`config.mk`:
```
export PLATFORM = sky130hd
export DESIGN_NAME = cache_writeback_buffer_flat
export DESIGN_NICKNAME = d
export VERILOG_FILES = /design/src/rtl/cache_writeback_buffer_if.sv /design/src/rtl/cache_writeback_buffer.sv /design/src/flat_wrapper.sv
export SDC_FILE = /design/constraint.sdc
export NUM_CORES = 1
export LEC_CHECK = 0
export BUFFER_PORTS_ARGS = -buffer_cell sky130_fd_sc_hd__buf_2
export CAP_MARGIN = 15
export CORE_ASPECT_RATIO = 0.6
export CORE_MARGIN = 5
export CORE_UTILIZATION = 63
export CTS_CLUSTER_SIZE = 30
export DETAILED_ROUTE_END_ITERATION = 6
export MAX_ROUTING_LAYER = met4
export PLACE_DENSITY = 0.93
export SYNTH_ARGS = -nofsm -noshare
export SYNTH_HDL_FRONTEND = slang
export SYNTH_SLANG_ARGS = --single-unit
```
`constraint.sdc`:
```
create_clock -name clk -period 9 [get_ports clk]
set_input_delay 0 -clock clk [delete_from_list [all_inputs] [get_ports clk]]
set_output_delay 0 -clock clk [all_outputs]
set_load 0.05 [all_outputs]
```
`src/rtl/cache_writeback_buffer_if.sv`:
```
// Eviction, line-fill forwarding and RAM write-port signals of the write-back buffer.
// The master side is the cache controller plus RAM; the slave side is the buffer.
interface cache_writeback_buffer_if #(
    parameter int unsigned DATA_WIDTH     = 32,
    parameter int unsigned RAM_ADDR_WIDTH = 32
);
    logic                      evict_valid;
    logic [RAM_ADDR_WIDTH-1:0] evict_addr;
    logic [DATA_WIDTH-1:0]     evict_data;
    logic                      evict_ready;

    logic [RAM_ADDR_WIDTH-1:0] fill_addr;
    logic [DATA_WIDTH-1:0]     fill_data_ram;
    logic [DATA_WIDTH-1:0]     fill_data;
    logic                      fill_fwd;

    logic                      ram_wr_valid;
    logic [RAM_ADDR_WIDTH-1:0] ram_wr_addr;
    logic [DATA_WIDTH-1:0]     ram_wr_data;
    logic                      ram_wr_ready;

    modport master (
        output evict_valid, evict_addr, evict_data, fill_addr, fill_data_ram, ram_wr_ready,
        input  evict_ready, fill_data, fill_fwd, ram_wr_valid, ram_wr_addr, ram_wr_data
    );

    modport slave (
        input  evict_valid, evict_addr, evict_data, fill_addr, fill_data_ram, ram_wr_ready,
        output evict_ready, fill_data, fill_fwd, ram_wr_valid, ram_wr_addr, ram_wr_data
    );
endinterface

```
`src/rtl/cache_writeback_buffer.sv`:
```
// Write-back FIFO between the cache controller and RAM: coalesces evictions to the
// same word, drains in order, and forwards pending data to line fills.
module cache_writeback_buffer #(
    parameter int unsigned DATA_WIDTH     = 32,
    parameter int unsigned RAM_ADDR_WIDTH = 32,
    parameter int unsigned DEPTH          = 4
) (
    input  logic                       clk,
    input  logic                       rst_n,
    cache_writeback_buffer_if.slave    bus,
    output logic [$clog2(DEPTH):0]     count,
    output logic                       empty,
    output logic                       full
);
    localparam int unsigned PW  = $clog2(DEPTH);
    localparam int unsigned CW  = PW + 1;
    localparam int unsigned WAW = RAM_ADDR_WIDTH - 2;

    logic [DEPTH-1:0]      valid_q, valid_d;
    logic [WAW-1:0]        waddr_q [DEPTH];
    logic [WAW-1:0]        waddr_d [DEPTH];
    logic [DATA_WIDTH-1:0] data_q  [DEPTH];
    logic [DATA_WIDTH-1:0] data_d  [DEPTH];
    logic [PW-1:0]         head_q, head_d, tail_q, tail_d;
    logic [CW-1:0]         count_q, count_d;

    logic                  pop, push, coalesce, any_hit;
    logic [PW-1:0]         hit_idx;
    logic [WAW-1:0]        evict_waddr, fill_waddr;
    logic                  unused_byte_offsets;

    assign evict_waddr         = bus.evict_addr[RAM_ADDR_WIDTH-1:2];
    assign fill_waddr          = bus.fill_addr[RAM_ADDR_WIDTH-1:2];
    assign unused_byte_offsets = ^{bus.evict_addr[1:0], bus.fill_addr[1:0]};

    assign count            = count_q;
    assign empty            = (count_q == '0);
    assign full             = (count_q == CW'(DEPTH));
    assign bus.ram_wr_valid = (count_q != '0);
    assign bus.ram_wr_addr  = {waddr_q[head_q], 2'b00};
    assign bus.ram_wr_data  = data_q[head_q];
    assign pop              = (count_q != '0) && bus.ram_wr_ready;
    assign bus.evict_ready  = !full || pop;

    // The head entry leaving this cycle is excluded so a matching eviction re-allocates.
    always_comb begin
        any_hit = 1'b0;
        hit_idx = '0;
        for (int i = 0; i < DEPTH; i++) begin
            if (valid_q[i] && (waddr_q[i] == evict_waddr) && !(pop && (head_q == PW'(i)))) begin
                any_hit = 1'b1;
                hit_idx = PW'(i);
            end
        end
        coalesce = bus.evict_valid && any_hit;
        push     = bus.evict_valid && !any_hit && bus.evict_ready;
    end

    // Next state: pop first so a push into the freed full slot wins on the same index.
    always_comb begin
        valid_d = valid_q;
        waddr_d = waddr_q;
        data_d  = data_q;
        head_d  = head_q;
        tail_d  = tail_q;
        if (pop) begin
            valid_d[head_q] = 1'b0;
            head_d          = head_q + PW'(1);
        end
        if (coalesce) begin
            data_d[hit_idx] = bus.evict_data;
        end
        if (push) begin
            valid_d[tail_q] = 1'b1;
            waddr_d[tail_q] = evict_waddr;
            data_d[tail_q]  = bus.evict_data;
            tail_d          = tail_q + PW'(1);
        end
        count_d = count_q + CW'(push) - CW'(pop);
    end

    always_ff @(posedge clk or negedge rst_n) begin
        if (!rst_n) begin
            valid_q <= '0;
            head_q  <= '0;
            tail_q  <= '0;
            count_q <= '0;
            for (int i = 0; i < DEPTH; i++) begin
                waddr_q[i] <= '0;
                data_q[i]  <= '0;
            end
        end else begin
            valid_q <= valid_d;
            head_q  <= head_d;
            tail_q  <= tail_d;
            count_q <= count_d;
            for (int i = 0; i < DEPTH; i++) begin
                waddr_q[i] <= waddr_d[i];
                data_q[i]  <= data_d[i];
            end
        end
    end

    // Zero-latency fill forwarding; the no-duplicate invariant allows at most one hit.
    always_comb begin
        bus.fill_data = bus.fill_data_ram;
        bus.fill_fwd  = 1'b0;
        for (int i = 0; i < DEPTH; i++) begin
            if (valid_q[i] && (waddr_q[i] == fill_waddr)) begin
                bus.fill_data = data_q[i];
                bus.fill_fwd  = 1'b1;
            end
        end
    end
endmodule

```
`src/flat_wrapper.sv`:
```
// flat-port wrapper written by rule: the top's interface ports become plain ports
module cache_writeback_buffer_flat 
#(
    parameter int unsigned DATA_WIDTH     = 32,
    parameter int unsigned RAM_ADDR_WIDTH = 32,
    parameter int unsigned DEPTH          = 4
)
  (clk, rst_n, count, empty, full, bus_evict_valid, bus_evict_addr, bus_evict_data, bus_fill_addr, bus_fill_data_ram, bus_ram_wr_ready, bus_evict_ready, bus_fill_data, bus_fill_fwd, bus_ram_wr_valid, bus_ram_wr_addr, bus_ram_wr_data);
  cache_writeback_buffer_if #(.DATA_WIDTH(DATA_WIDTH), .RAM_ADDR_WIDTH(RAM_ADDR_WIDTH)) bus_i ();
  input  logic clk;
  input  logic rst_n;
  output logic [$clog2(DEPTH):0] count;
  output logic empty;
  output logic full;
  input wire logic [$bits(bus_i.evict_valid)-1:0] bus_evict_valid;
  input wire logic [$bits(bus_i.evict_addr)-1:0] bus_evict_addr;
  input wire logic [$bits(bus_i.evict_data)-1:0] bus_evict_data;
  input wire logic [$bits(bus_i.fill_addr)-1:0] bus_fill_addr;
  input wire logic [$bits(bus_i.fill_data_ram)-1:0] bus_fill_data_ram;
  input wire logic [$bits(bus_i.ram_wr_ready)-1:0] bus_ram_wr_ready;
  output wire logic [$bits(bus_i.evict_ready)-1:0] bus_evict_ready;
  output wire logic [$bits(bus_i.fill_data)-1:0] bus_fill_data;
  output wire logic [$bits(bus_i.fill_fwd)-1:0] bus_fill_fwd;
  output wire logic [$bits(bus_i.ram_wr_valid)-1:0] bus_ram_wr_valid;
  output wire logic [$bits(bus_i.ram_wr_addr)-1:0] bus_ram_wr_addr;
  output wire logic [$bits(bus_i.ram_wr_data)-1:0] bus_ram_wr_data;
  assign bus_i.evict_valid = bus_evict_valid;
  assign bus_i.evict_addr = bus_evict_addr;
  assign bus_i.evict_data = bus_evict_data;
  assign bus_i.fill_addr = bus_fill_addr;
  assign bus_i.fill_data_ram = bus_fill_data_ram;
  assign bus_i.ram_wr_ready = bus_ram_wr_ready;
  assign bus_evict_ready = bus_i.evict_ready;
  assign bus_fill_data = bus_i.fill_data;
  assign bus_fill_fwd = bus_i.fill_fwd;
  assign bus_ram_wr_valid = bus_i.ram_wr_valid;
  assign bus_ram_wr_addr = bus_i.ram_wr_addr;
  assign bus_ram_wr_data = bus_i.ram_wr_data;
  cache_writeback_buffer #(.DATA_WIDTH(DATA_WIDTH), .RAM_ADDR_WIDTH(RAM_ADDR_WIDTH), .DEPTH(DEPTH)) u_core (.clk(clk), .rst_n(rst_n), .bus(bus_i), .count(count), .empty(empty), .full(full));
endmodule
```
==> impl_metrics.env <==
export IMPL_std_cell_rows=45
export IMPL_skew_ns=0.01683
export IMPL_stdcell_count=1810
export IMPL_insertion_delay_ns=0.55
export IMPL_post_synth_top_area_cell="dfrtp_1"
export IMPL_place_detailed_instances=1698
export IMPL_crit_end_category="register"
export IMPL_routed_via_count=12220
export IMPL_chipHeight_um=133.2
export IMPL_post_cts_setup_buffers=0
export IMPL_power_density_nw_per_um2=432.0
export IMPL_starting_utilization_of_the_core_area_pct=63.45
export IMPL_routabilityCongestion=1.099
export IMPL_hold_path_startpoint="bus_evict_valid"
export IMPL_clock_tree_buffer_depth=3
export IMPL_track_usage_pct=37.78
export IMPL_area_delta_synth_final_pct=16.12
export IMPL_drtPass1Iterations=5
export IMPL_wirelength_mm=53.45
export IMPL_postSynthAreaPerCell_um2=13.00
export IMPL_drtIter0Drc=1719
export IMPL_yosysWarnings=0
export IMPL_timing_rr_end="u_core.waddr_q[81]"
export IMPL_mostFrequentLayoutCells="dfrtp_1 (257), mux2_2 (241), buf_2 (228)"
export IMPL_timing_max_cap_violations=0
export IMPL_worst_ir_drop_vdd_mv=0.3124
export IMPL_synthDistinctLibCells=54
export IMPL_worst_r2r_cell_count=8
export IMPL_cts_made_buffers=25
export IMPL_crit_reg2reg_launch="u_core.head_q[0]"
export IMPL_worst_setup_slack_final_ns=4.646
export IMPL_netlist_top_cells_area="dfrtp_1 (41%), mux2_2 (17%), mux4_2 (8.8%)"
export IMPL_route_detailed_drc=0
export IMPL_dieArea_um2=28680
export IMPL_coreArea_um2=25110
export IMPL_cts_hold_buffers=64
export IMPL_grt_ovfl_total=0
export IMPL_postSynth_topFlopCell="dfrtp_1"
export IMPL_route_detailed_vias_per_inst=6.751
export IMPL_cts_tree="yes"
export IMPL_timing_final_hold_violations=0
export IMPL_synth_seq_area_share_pct=40.68
export IMPL_final_min_period_ns=4.354
export IMPL_whs_path_depth=3
export IMPL_number_of_levels_in_the_clock_h_tree=1
export IMPL_outcome="completed"
export IMPL_grt_start_max_net_pins=137
export IMPL_pre_cts_ws_ns=4.630
export IMPL_worstHoldEndpoint="u_core.data_q[29]"
export IMPL_antenna_found_initial=2
export IMPL_timing_fmax_ghz=0.2297
export IMPL_clock_pin_slew_on_the_worst_setup_and_hold_paths_ns=0.07
export IMPL_synth_edff_count=0
export IMPL_timing_reg2reg_setup_slack_ns=4.65
export IMPL_setup_repair_after_global_routing_missed_its_margin="false"
export IMPL_top_level_ports=236
export IMPL_final_common_cell="dfrtp_1"
export IMPL_fp_dieW_um=215.3
export IMPL_power_leakage_nw=7.714
export IMPL_ys_async_sr_fraction_pct=100.0
export IMPL_cp_start_kind="register"
export IMPL_number_of_nets_with_antenna_violations_after_routing=0
export IMPL_min_path_type="in -> reg"
export IMPL_detailed_place_hpwl_mm=36.97
export IMPL_crit_path_max_fanout=36
export IMPL_num_nets_final=1603
export IMPL_worst_slew_pin_slew_ns=1.110
export IMPL_min_period_over_period_pct=48.38
export IMPL_required_ns=9.43
export IMPL_netlist_area_leader_share_pct=40.68
export IMPL_clkSinkCount=259
export IMPL_syn_inst=1226
export IMPL_relSlewSlack_pct=25.98
export IMPL_final_layout_size_suffix_gt1_share_pct=43.27
export IMPL_worstSetupPathType="reg -> reg"
export IMPL_netlist_area_um2=15930
export IMPL_setup_violating_endpoint_count_in_the_final_report=0
export IMPL_post_dr_wirelength_cell_um=29.53
export IMPL_max_slew_violation_count=0
export IMPL_ys_ff_latch=259
export IMPL_first_global_vias=12440
export IMPL_grt_first_pass_wirelength_mm=80.30
export IMPL_io_buffers=229
export IMPL_worst_endpoint_arrival_ns=4.78
export IMPL_filler_cell_count=1652
export IMPL_clk_root_buf="clkbuf_16"
export IMPL_post_cts_resized=0
export IMPL_summed_negative_setup_slack_over_all_endpoints_ns=0
==> state kept, by name, summed over array words and instances, names as in the netlist <==
name            count
u_core.valid_q      4
u_core.waddr_q    120
u_core.head_q       2
u_core.tail_q       2
u_core.data_q     128
u_core.count        3
==> cell families after synthesis <==
kind of cell | share of synthesized area, %
and+or+nand+nor | 6.039
muxes | 31.34
other | 0.02353
xor gates and xnor gates | 13.47
adders and majority gates | 0.9109
DFF | 40.68
AOI/OAI and AO/OA | 3.110
buffers and inverters | 4.437
==> cell type report <==
class	count	area [um2]	area share [%]
Multi-Input combinational cell	856	8783	47.47
Sequential cell	259	6486	35.06
Timing Repair Buffer	306	1907	10.31
Clock buffer	35	743.2	4.017
Tap cell	329	411.6	2.225
Clock inverter	11	121.4	0.6559
Inverter	12	45.04	0.2434
Antenna cell	2	5.005	0.02705
==> worst max-delay path, cell delays in order, from the launching register on <==
cell	delay, ns
dfrtp_4	0.85
buf_4	0.73
inv_1	0.21
ha_1	0.27
a31oi_1	0.25
and4_1	0.46
nor3b_1	0.18
nand2b_2	0.81
mux2_2	0.44
==> synth_stat cells, drive strengths merged (2+ instances only) <==
library cell,instances
o21ai,35
nor4b,4
nor3b,3
nand3,3
buf,73
nor4,42
and4,2
a21oi,2
xor2,113
mux2i,32
nor3,8
nor2,4
inv,12
dfrtp,259
nand4,51
a22oi,32
mux2,281
o31a,2
ha,10
or3b,4
clkbuf,27
mux4,62
xnor2,132
or2,2
nand2,19
==> how the worst max path moves through the flow <==
stage,from,to,slack (ns),depth (start not counted)
global placement,u_core.head_q[0],u_core.waddr_q[70],4.77,8
global route,u_core.head_q[0],u_core.waddr_q[81],4.41,8
CTS,u_core.head_q[0],u_core.waddr_q[81],4.62,8
detailed placement,u_core.head_q[0],u_core.waddr_q[81],4.63,8
finish,u_core.head_q[0],u_core.waddr_q[81],4.65,8
floorplan,u_core.count[2],u_core.data_q[10],5.21,9
==> report_power, final <==
| part | switching, W | internal, W |
|---|---|---|
| sequential | 0.000817 | 0.00177 |
| clock | 0.000487 | 0.000637 |
| combinational | 0.00257 | 0.00171 |
| total | 0.00387 | 0.00412 |
==> metal layers <==
layer	global-route usage [%]	part of all wire, %	vias to the layer above
met5	-	0	-
met4	7.460	2.3	0
met3	10.67	13	118
met2	54.05	44	887
met1	54.68	41	6251
li1	-	-	4964
==> per-stage QoR <==
stage / util, % / instance area [um2] / total power (W) / hold slack (ns)
floorplan: - / 15940 / 0.005503 / -0.2956
global placement: 67.67 / 16990 / 0.006516 / 0.1359
detailed placement: 67.67 / 16990 / 0.006670 / 0.1615
CTS: 73.66 / 18500 / 0.007850 / 0.02592
global route: 73.68 / 18500 / 0.008235 / 0.05285
finish: 73.68 / 18500 / 0.007994 / 0.06219
Power figures use the tool's default switching activity.
